==> src/rtl/cdc_toggle_tx.sv <==
// Source end of a two-phase toggle handshake: holds a word stable and flips req,
// then waits for the remote ack toggle (synchronised here) before taking another word.
module cdc_toggle_tx #(
  parameter int unsigned          DataWidth      = 32,
  parameter int unsigned          SyncStages     = 2,
  parameter logic [DataWidth-1:0] DataResetValue = '0
) (
  input  logic                 clk_i,
  input  logic                 rst_ni,
  input  logic                 clr_i,
  input  logic                 valid_i,
  output logic                 ready_o,
  input  logic [DataWidth-1:0] data_i,
  output logic                 async_req_o,
  output logic [DataWidth-1:0] async_data_o,
  input  logic                 async_ack_i,
  output logic                 err_o
);

  typedef enum logic {
    IDLE,
    WAIT_ACK
  } state_e;

  state_e                  state_q, state_d;
  logic                    req_q, req_d;
  logic [DataWidth-1:0]    data_q, data_d;
  logic                    err_q, err_d;
  logic [SyncStages-1:0]   ack_sync_q, ack_sync_d;
  logic                    ack_s;

  assign ack_s = ack_sync_q[SyncStages-1];

  // ready is built from registers only, so the asynchronous ack never reaches an output.
  assign ready_o      = (state_q == IDLE) && (ack_s == req_q) && !err_q;
  assign async_req_o  = req_q;
  assign async_data_o = data_q;
  assign err_o        = err_q;

  always_comb begin
    ack_sync_d = {ack_sync_q[SyncStages-2:0], async_ack_i};
    state_d    = state_q;
    req_d      = req_q;
    data_d     = data_q;
    err_d      = err_q;

    if (clr_i) begin
      ack_sync_d = '0;
      state_d    = IDLE;
      req_d      = 1'b0;
      data_d     = DataResetValue;
      err_d      = 1'b0;
    end else begin
      case (state_q)
        IDLE: begin
          // An ack edge while nothing is outstanding means the two sides lost phase.
          if (ack_s != req_q) begin
            err_d = 1'b1;
          end else if (valid_i && ready_o) begin
            data_d  = data_i;
            req_d   = ~req_q;
            state_d = WAIT_ACK;
          end
        end
        WAIT_ACK: begin
          if (ack_s == req_q) begin
            state_d = IDLE;
          end
        end
        default: state_d = IDLE;
      endcase
    end
  end

  always_ff @(posedge clk_i or negedge rst_ni) begin
    if (!rst_ni) begin
      ack_sync_q <= '0;
      state_q    <= IDLE;
      req_q      <= 1'b0;
      data_q     <= DataResetValue;
      err_q      <= 1'b0;
    end else begin
      ack_sync_q <= ack_sync_d;
      state_q    <= state_d;
      req_q      <= req_d;
      data_q     <= data_d;
      err_q      <= err_d;
    end
  end

endmodule

==> config.mk <==
export PLATFORM = sky130hd
export DESIGN_NAME = cdc_toggle_tx
export DESIGN_NICKNAME = d
export VERILOG_FILES = /design/src/rtl/cdc_toggle_tx.sv
export SDC_FILE = /design/constraint.sdc
export NUM_CORES = 1
export LEC_CHECK = 0
export ABC_CLOCK_PERIOD_IN_PS = 3200
export CAP_MARGIN = 15
export CORE_UTILIZATION = 41
export DETAILED_ROUTE_END_ITERATION = 8
export PLACE_DENSITY_LB_ADDON = 0.3
export RECOVER_POWER = 25
export SLEW_MARGIN = 40
export SYNTH_ARGS = -nofsm -noshare
export SYNTH_HDL_FRONTEND = slang
export SYNTH_SLANG_ARGS = --single-unit
==> constraint.sdc <==
create_clock -name clk_i -period 3.2 [get_ports clk_i]
set_input_delay 0.64 -clock clk_i [delete_from_list [all_inputs] [get_ports clk_i]]
set_output_delay 0.64 -clock clk_i [all_outputs]
set_load 0.005 [all_outputs]
==> metrics.cfg, run 1 <==
[outcome]
run_status = finished with violations
violations_in_the_final_reports = max-capacitance violations, max-slew violations

[sta]
final_period_minus_worst_setup_slack_ns = 2.31
grt_setup_unrepaired = no
finalCritPeriodShare_pct = 72.2
worst_relative_slew_slack_pct = -22.1
setup-tns-final_ns = 0
final_max_slew_viol_count = 38
setup_violations = 0
post_layout_worst_setup_margin_ns = 0.889
worst_clock_skew_ns = 0.00456
fmax_mhz = 433
finalHoldViolCount = 0
worstMarginPinSlew_ns = 1.83

[placed_design]
finalWeightedCongestion = 0.719
place.port_buffers = 71
dpl_cell_area_um2 = 2090
place_ws_ns = 0.718
detailedPlacementHpwl_um = 2220

[route]
dr.pass1.iters = 4
drt-vias-per-instance = 4.93
routed_wirelength_um = 3120
detail_route.iter0.violations = 87
route.detailed.wl_per_inst_um = 14.9
ant_nets = 0
drt_drc_violations_left = 0
num_vias = 1035

[global_route]
grt-busiest-layer = met2
initial_antenna_violation_count = 0
gr-usage-all-layers_pct = 19.6
grt_max_degree = 38
use_met2_pct = 28.9
grt.met1_usage_pct = 25.4
first_pass_grt_wire_length_um = 5010
grt_use_met3_pct = 6.49
grt_pass1_vias = 1117
globalRouteOverflowTotal = 0

[setup_path]
worst_setup_path_start_kind = register
cp_slowest_cell = clkdlybuf4s50_1
critPathArrivalTime_ns = 1.67
reg2regPathDepth = 4
crit_path_end_kind = output port
required_time_at_the_endpoint_of_the_critical_path_ns = 2.56
crit_start = async_req_o$_DFFE_PN0P_
cp.depth = 3
critical_path.n_buffers_inverters = 1
critPathTopFamily = buffers and inverters
critical_path_class = reg2out
critical-path-max-stage-delay_ns = 0.54
critPathMaxFanout = 4
reg2reg_capture_point = async_data_o[28]$_DFFE_PN0P_
worstReg2RegStart = async_req_o$_DFFE_PN0P_
timing.reg2reg.setup_slack_ns = 1.20
setup.worst_path.end = ready_o
crit_path_cell_trace = xor2_1, nor3_1, clkdlybuf4s50_1

[power_and_ir_drop]
vdd.ir_drop.worst_mv = 0.239
comb_power_share_pct = 21.9
power.clock.fraction_pct = 26.3
power.static_leakage_nw = 0.967
switching_share_pct = 24.4
share_seq_of_total_power_pct = 51.8
switchingPower_uw = 253
internal-power_uw = 784
power.density_nw_per_um2 = 480

[final_layout]
synthToLayoutAreaGrowth_pct = 58.2
filler_cell_count = 250
antenna_cells = 0
fin_area_um2 = 2160
final_layout_size_suffix_gt1_share_pct = 7.83
nNetsFinal = 202

[logic_synthesis]
synthesis.nets = 128
synth_cell_type_count = 16
main_synth_ff_type = dfrtp_1
post_synthesis_sequential_element_count = 37
synthesis.area_per_instance_um2 = 15.0
asyncSetResetFlopFracSynth_pct = 100
post_synth_instance_area_um2 = 1370
synthesis.instances = 91
yosysWarnings = 0
synth-edff-count = 0
synth_seq_area_share_pct = 67.8

[floorplan]
initial_core_util_pct = 44.0
fp.dieH_um = 59.7
fp.dieW_um = 59.7
floorplan.die_area_um2 = 3570
num_io_pins = 72
row_count = 20
fp.coreArea_um2 = 3100

[clocking]
post_cts_hold_buffer_count = 0
cts_root_buf = clkbuf_4
post_cts_resized = 0
tritoncts.num_buffers = 5
ctsHtreeMaxLevel = 2
cts_max_path_bufs = 2
clkSinkCount = 37
clk_pin_slew_ns = 0.10
cts_setup_buffers = 0
clkLatencyLatePin_ns = 0.34
clock_tree_from_tritoncts = built

[worst_hold_path]
timing.hold.worst.class = reg2reg

[run]
max-cap-violations = 1

synth_stat cells, types with 2 or more instances:
| cell type | number | area (um^2) |
|---|---|---|
| dfrtp_1 | 37 | 926 |
| nor2_1 | 3 | 11.3 |
| buf_6 | 4 | 45.0 |
| nor2b_1 | 2 | 12.5 |
| buf_2 | 3 | 15.0 |
| a22o_1 | 32 | 280 |
sequential cells by signal (all words and copies together) (netlist names):
signal / flops
async_req_o: 1
async_data_o: 32
ack_sync_q: 2
state_q: 1
err_o: 1
kinds of logic after synthesis:
logic type             share of synthesized area (%)
flip-flops                                      67.8
AO/OA/AOI/OAI                                   22.6
AND/OR/NAND/NOR                                 3.66
buffers and inverters                           4.67
XOR/XNOR                                        1.28
per-stage QoR:
step                      utilization, %  hold WS (ns)  power (mW)  std cells
after detailed placement            67.5         0.477       0.775        202
after floorplan                        -         0.344       0.625         91
after global routing                69.7         0.524        1.09        210
after global placement              67.5         0.458       0.768        202
final                               69.7         0.510        1.04        210
after CTS                           69.7         0.379        1.05        210
worst min-delay path by stage:
stage,slack [ns],cells after the start,endpoint,start
4_1_cts,0.38,1,async_data_o[26]$_DFFE_PN0P_,rst_ni
6_report,0.51,1,async_data_o[14]$_DFFE_PN0P_,async_data_o[14]$_DFFE_PN0P_
3_3_place_gp,0.46,1,ack_sync_q[1]$_DFF_PN0_,ack_sync_q[0]$_DFF_PN0_
5_1_grt,0.52,1,async_data_o[26]$_DFFE_PN0P_,async_data_o[26]$_DFFE_PN0P_
2_1_floorplan,0.34,0,ack_sync_q[0]$_DFF_PN0_,rst_ni
3_5_place_dp,0.48,1,ack_sync_q[1]$_DFF_PN0_,ack_sync_q[0]$_DFF_PN0_
cell type report:
cell class              count  area, um^2  area share [%]
multi-input cells          46         380            17.6
clock buffers               7        65.1            3.01
flip-flops and latches     37         926            42.8
repair buffers             74         727            33.6
inverters                   1        3.75           0.174
well taps                  44        55.1            2.55
clock inverters             1        5.00           0.231
power by group through the flow:
stage | sequential (mW) | clock, mW | combinational, mW
after global placement | 0.544 | 0 | 0.225
after CTS | 0.537 | 0.280 | 0.232
after detailed placement | 0.545 | 0 | 0.231
final | 0.537 | 0.273 | 0.227
after global routing | 0.542 | 0.300 | 0.247
after floorplan | 0.546 | 0 | 0.0790
layout by cell type (no fill, tap or decap):
cell / netlist / routed
nor2b_1: 2 / 2
a211oi_1: 1 / 1
clkdlybuf4s50_1: 0 / 70
clkbuf_8: 0 / 2
dfrtp_1: 37 / 37
clkinv_2: 0 / 1
o21a_1: 1 / 1
buf_4: 0 / 3
nor3_1: 1 / 1
nor2_1: 3 / 3
clkbuf_1: 0 / 1
and4_1: 1 / 1
nor3b_2: 1 / 1
a22o_1: 32 / 32
a21oi_2: 0 / 1
inv_1: 1 / 1
clkbuf_4: 0 / 5
xor2_1: 1 / 1
xnor2_1: 1 / 1
a31o_1: 1 / 1
layer usage:
metal / vias up / routed length (um) / part of all wire (%)
met5: - / 0 / 0
met4: 0 / 60 / 1.9
met3: 6 / 249 / 8.0
met2: 47 / 1450 / 46
met1: 494 / 1360 / 44
li1: 488 / - / -
Power figures use the tool's default switching activity.
==> inputs of run 2 (changes only) <==
--- a/config.mk
+++ b/config.mk
@@ -5,9 +5,9 @@
 export SDC_FILE = /design/constraint.sdc
 export NUM_CORES = 1
 export LEC_CHECK = 0
-export ABC_CLOCK_PERIOD_IN_PS = 3200
+export ABC_CLOCK_PERIOD_IN_PS = 2400
 export CAP_MARGIN = 15
-export CORE_UTILIZATION = 41
+export CORE_UTILIZATION = 38
 export DETAILED_ROUTE_END_ITERATION = 8
 export PLACE_DENSITY_LB_ADDON = 0.3
 export RECOVER_POWER = 25
==> constraint.sdc (replaced) <==
create_clock -name clk_i -period 2.4 [get_ports clk_i]
set_input_delay 0.48 -clock clk_i [delete_from_list [all_inputs] [get_ports clk_i]]
set_output_delay 0.48 -clock clk_i [all_outputs]
set_load 0.005 [all_outputs]
==> metrics.cfg, run 2 (same netlist as run 1, synthesis figures left out) <==
[outcome]
run_status = finished with violations
violations_in_the_final_reports = max-capacitance violations, max-slew violations

[final_layout]
synthToLayoutAreaGrowth_pct = 56.9
most_frequent_standard_cell_in_the_layout_excluding_fill_and_tap_cells = clkdlybuf4s50_1
fin_area_um2 = 2140  ; -0.87%
instances_no_fill = 209  ; -0.48%
nNetsFinal = 200  ; -0.99%
most-common-layout-cells = clkdlybuf4s50_1, dfrtp_1, a22o_1
antenna_cells = 0  ; unchanged
util_after_layout_pct = 63.2  ; -6.4 points
filler_cell_count = 263  ; +5.2%
largest_register_ffs = 32  ; unchanged
final_layout_size_suffix_gt1_share_pct = 6.13  ; -1.7 points

[power_and_ir_drop]
share_seq_of_total_power_pct = 53.4  ; +1.6 points
power.static_leakage_nw = 0.948  ; -1.9%
internal-power_mw = 1.01  ; +29%
switchingPower_uw = 330  ; +30%
power.clock.fraction_pct = 24.1  ; -2.2 points
totalPowerFinal_mw = 1.34  ; +29%
vdd.ir_drop.worst_mv = 0.378  ; +59%
switching_share_pct = 24.6  ; +0.21 points
comb_power_share_pct = 22.5  ; +0.6 points
power.density_nw_per_um2 = 626  ; +31%

[setup_path]
critPathArrivalTime_ns = 1.64  ; -0.03 ns
critical-path-max-stage-delay_ns = 0.53  ; about the same
crit_path_cell_trace = xor2_1, nor3_1, clkdlybuf4s50_1
critPathMaxFanout = 4  ; unchanged
worstReg2RegStart = async_req_o$_DFFE_PN0P_
reg2reg_capture_point = async_data_o[21]$_DFFE_PN0P_
worst_setup_path_start_kind = register
reg2regPathDepth = 3  ; -1
required_time_at_the_endpoint_of_the_critical_path_ns = 1.92  ; -0.64 ns
cp_slowest_cell = clkdlybuf4s50_1
timing.reg2reg.setup_slack_ns = 0.56  ; -0.64 ns
crit_path_end_kind = output port
critical_path_class = reg2out

[route]
route.detailed.wl_per_inst_um = 15.2  ; +2.1%
detailroute.wirelength.met3_um = 194  ; -22%
ant_nets = 0  ; unchanged
dr.pass1.iters = 4  ; unchanged
m1WireLength_um = 1450  ; +6.8%
met2WireLength_um = 1480  ; +2.1%
drt-vias-per-instance = 5.07  ; +2.9%
drt_drc_violations_left = 0  ; unchanged
detail_route.iter0.violations = 43  ; -51%
num_vias = 1060  ; +2.4%
routed_wirelength_um = 3170  ; +1.6%
maxUsedRoutingLayer = met4

[sta]
worst_clock_skew_ns = 0.00708  ; +0.00251 ns
finalHoldWorstSlack_ns = 0.483  ; -0.0275 ns
finalCritPeriodShare_pct = 88.3
post_layout_worst_setup_margin_ns = 0.280  ; -0.609 ns
setup_violations = 0  ; unchanged
final_period_minus_worst_setup_slack_ns = 2.12
fmax_mhz = 472
final_max_slew_viol_count = 38  ; unchanged
setup-tns-final_ns = 0  ; unchanged
finalHoldViolCount = 0  ; unchanged
worstMarginPinSlew_ns = 1.90  ; +0.0654 ns
worst_relative_slew_slack_pct = -26.4  ; -4.4 points
grt_setup_unrepaired = no

[placed_design]
detailedPlacementHpwl_um = 2200  ; -0.56%
dpl_cell_area_um2 = 2080  ; -0.54%
place_ws_ns = 0.0595  ; -0.659 ns
finalWeightedCongestion = 0.644  ; -10%
placedCellCount = 202  ; unchanged
place.port_buffers = 71  ; unchanged

[floorplan]
fp.dieW_um = 62.0  ; +3.7%
fp.dieH_um = 62.0  ; +3.7%
initial_core_util_pct = 40.3  ; -3.7 points
row_count = 21  ; +5.0%
num_io_pins = 72  ; unchanged
floorplan.die_area_um2 = 3840  ; +7.6%
fp.coreArea_um2 = 3390  ; +9.2%

[clocking]
cts_root_buf = clkbuf_4
tritoncts.num_buffers = 5  ; unchanged
clkLatencyLatePin_ns = 0.32  ; -0.02 ns
post_cts_hold_buffer_count = 0  ; unchanged
cts_max_path_bufs = 2  ; unchanged
cts_setup_buffers = 0  ; unchanged
post_cts_resized = 0  ; unchanged
clk_pin_slew_ns = 0.10  ; about the same
clkSinkCount = 37  ; unchanged
clock_tree_from_tritoncts = built
ctsHtreeMaxLevel = 2  ; unchanged

[worst_hold_path]
worst_hold_path.endpoint = ack_sync_q[1]$_DFF_PN0_
timing.hold.worst.class = reg2reg
worst_hold_path.num_cells = 1  ; unchanged
min_from = ack_sync_q[0]$_DFF_PN0_

[global_route]
grt_pass1_vias = 1038  ; -7.1%
first_pass_grt_wire_length_um = 4760  ; -5.0%
initial_antenna_violation_count = 0  ; unchanged
grt_max_degree = 38  ; unchanged
gr-usage-all-layers_pct = 17.6  ; -2.1 points
globalRouteOverflowTotal = 0  ; unchanged

[run]
max-cap-violations = 1  ; unchanged

-- run 2: final cells by class --
class | instances | area (um^2) | area share (%)
clock buffer | 7 | 55.1 | 2.57
sequential | 37 | 926 | 43.2
multi-input combinational | 46 | 389 | 18.2
tap | 46 | 57.6 | 2.69
inverter | 1 | 3.75 | 0.175
timing repair buffer | 72 | 712 | 33.2
-- run 2: critical path, delay by kind of cell, from the launching register on --
kind | cells | cell delay [ns]
and+or+nand+nor | 1 | 0.14
DFF | 1 | 0.45
buffers and inverters | 1 | 0.53
xor gates and xnor gates | 1 | 0.20
-- run 2: how the worst max path moves through the flow --
stage / start / endpoint / slack [ns] / cells after the start
2_1_floorplan: async_req_o$_DFFE_PN0P_ / async_data_o[10]$_DFFE_PN0P_ / 1.05 / 5
3_3_place_gp: clr_i / async_data_o[23]$_DFFE_PN0P_ / 0.08 / 4
3_5_place_dp: valid_i / async_data_o[0]$_DFFE_PN0P_ / 0.06 / 5
4_1_cts: async_req_o$_DFFE_PN0P_ / ready_o / 0.25 / 3
5_1_grt: async_req_o$_DFFE_PN0P_ / ready_o / 0.19 / 3
6_report: async_req_o$_DFFE_PN0P_ / ready_o / 0.28 / 3
-- run 2: power by group through the flow --
stage / clock network (mW) / logic, mW / registers [mW]
6_report: 0.323 / 0.302 / 0.717
5_1_grt: 0.362 / 0.330 / 0.724
4_1_cts: 0.333 / 0.303 / 0.716
3_5_place_dp: 0 / 0.302 / 0.726
3_3_place_gp: 0 / 0.295 / 0.725
2_1_floorplan: 0 / 0.105 / 0.728
-- run 2: layer usage --
| layer | global-route usage (%) | vias up |
|---|---|---|
| met2 | 26.3 | 49 |
| met1 | 24.1 | 519 |
| met5 | 0 | - |
| li1 | - | 487 |
| met3 | 4.14 | 5 |
| met4 | 8.57 | 0 |
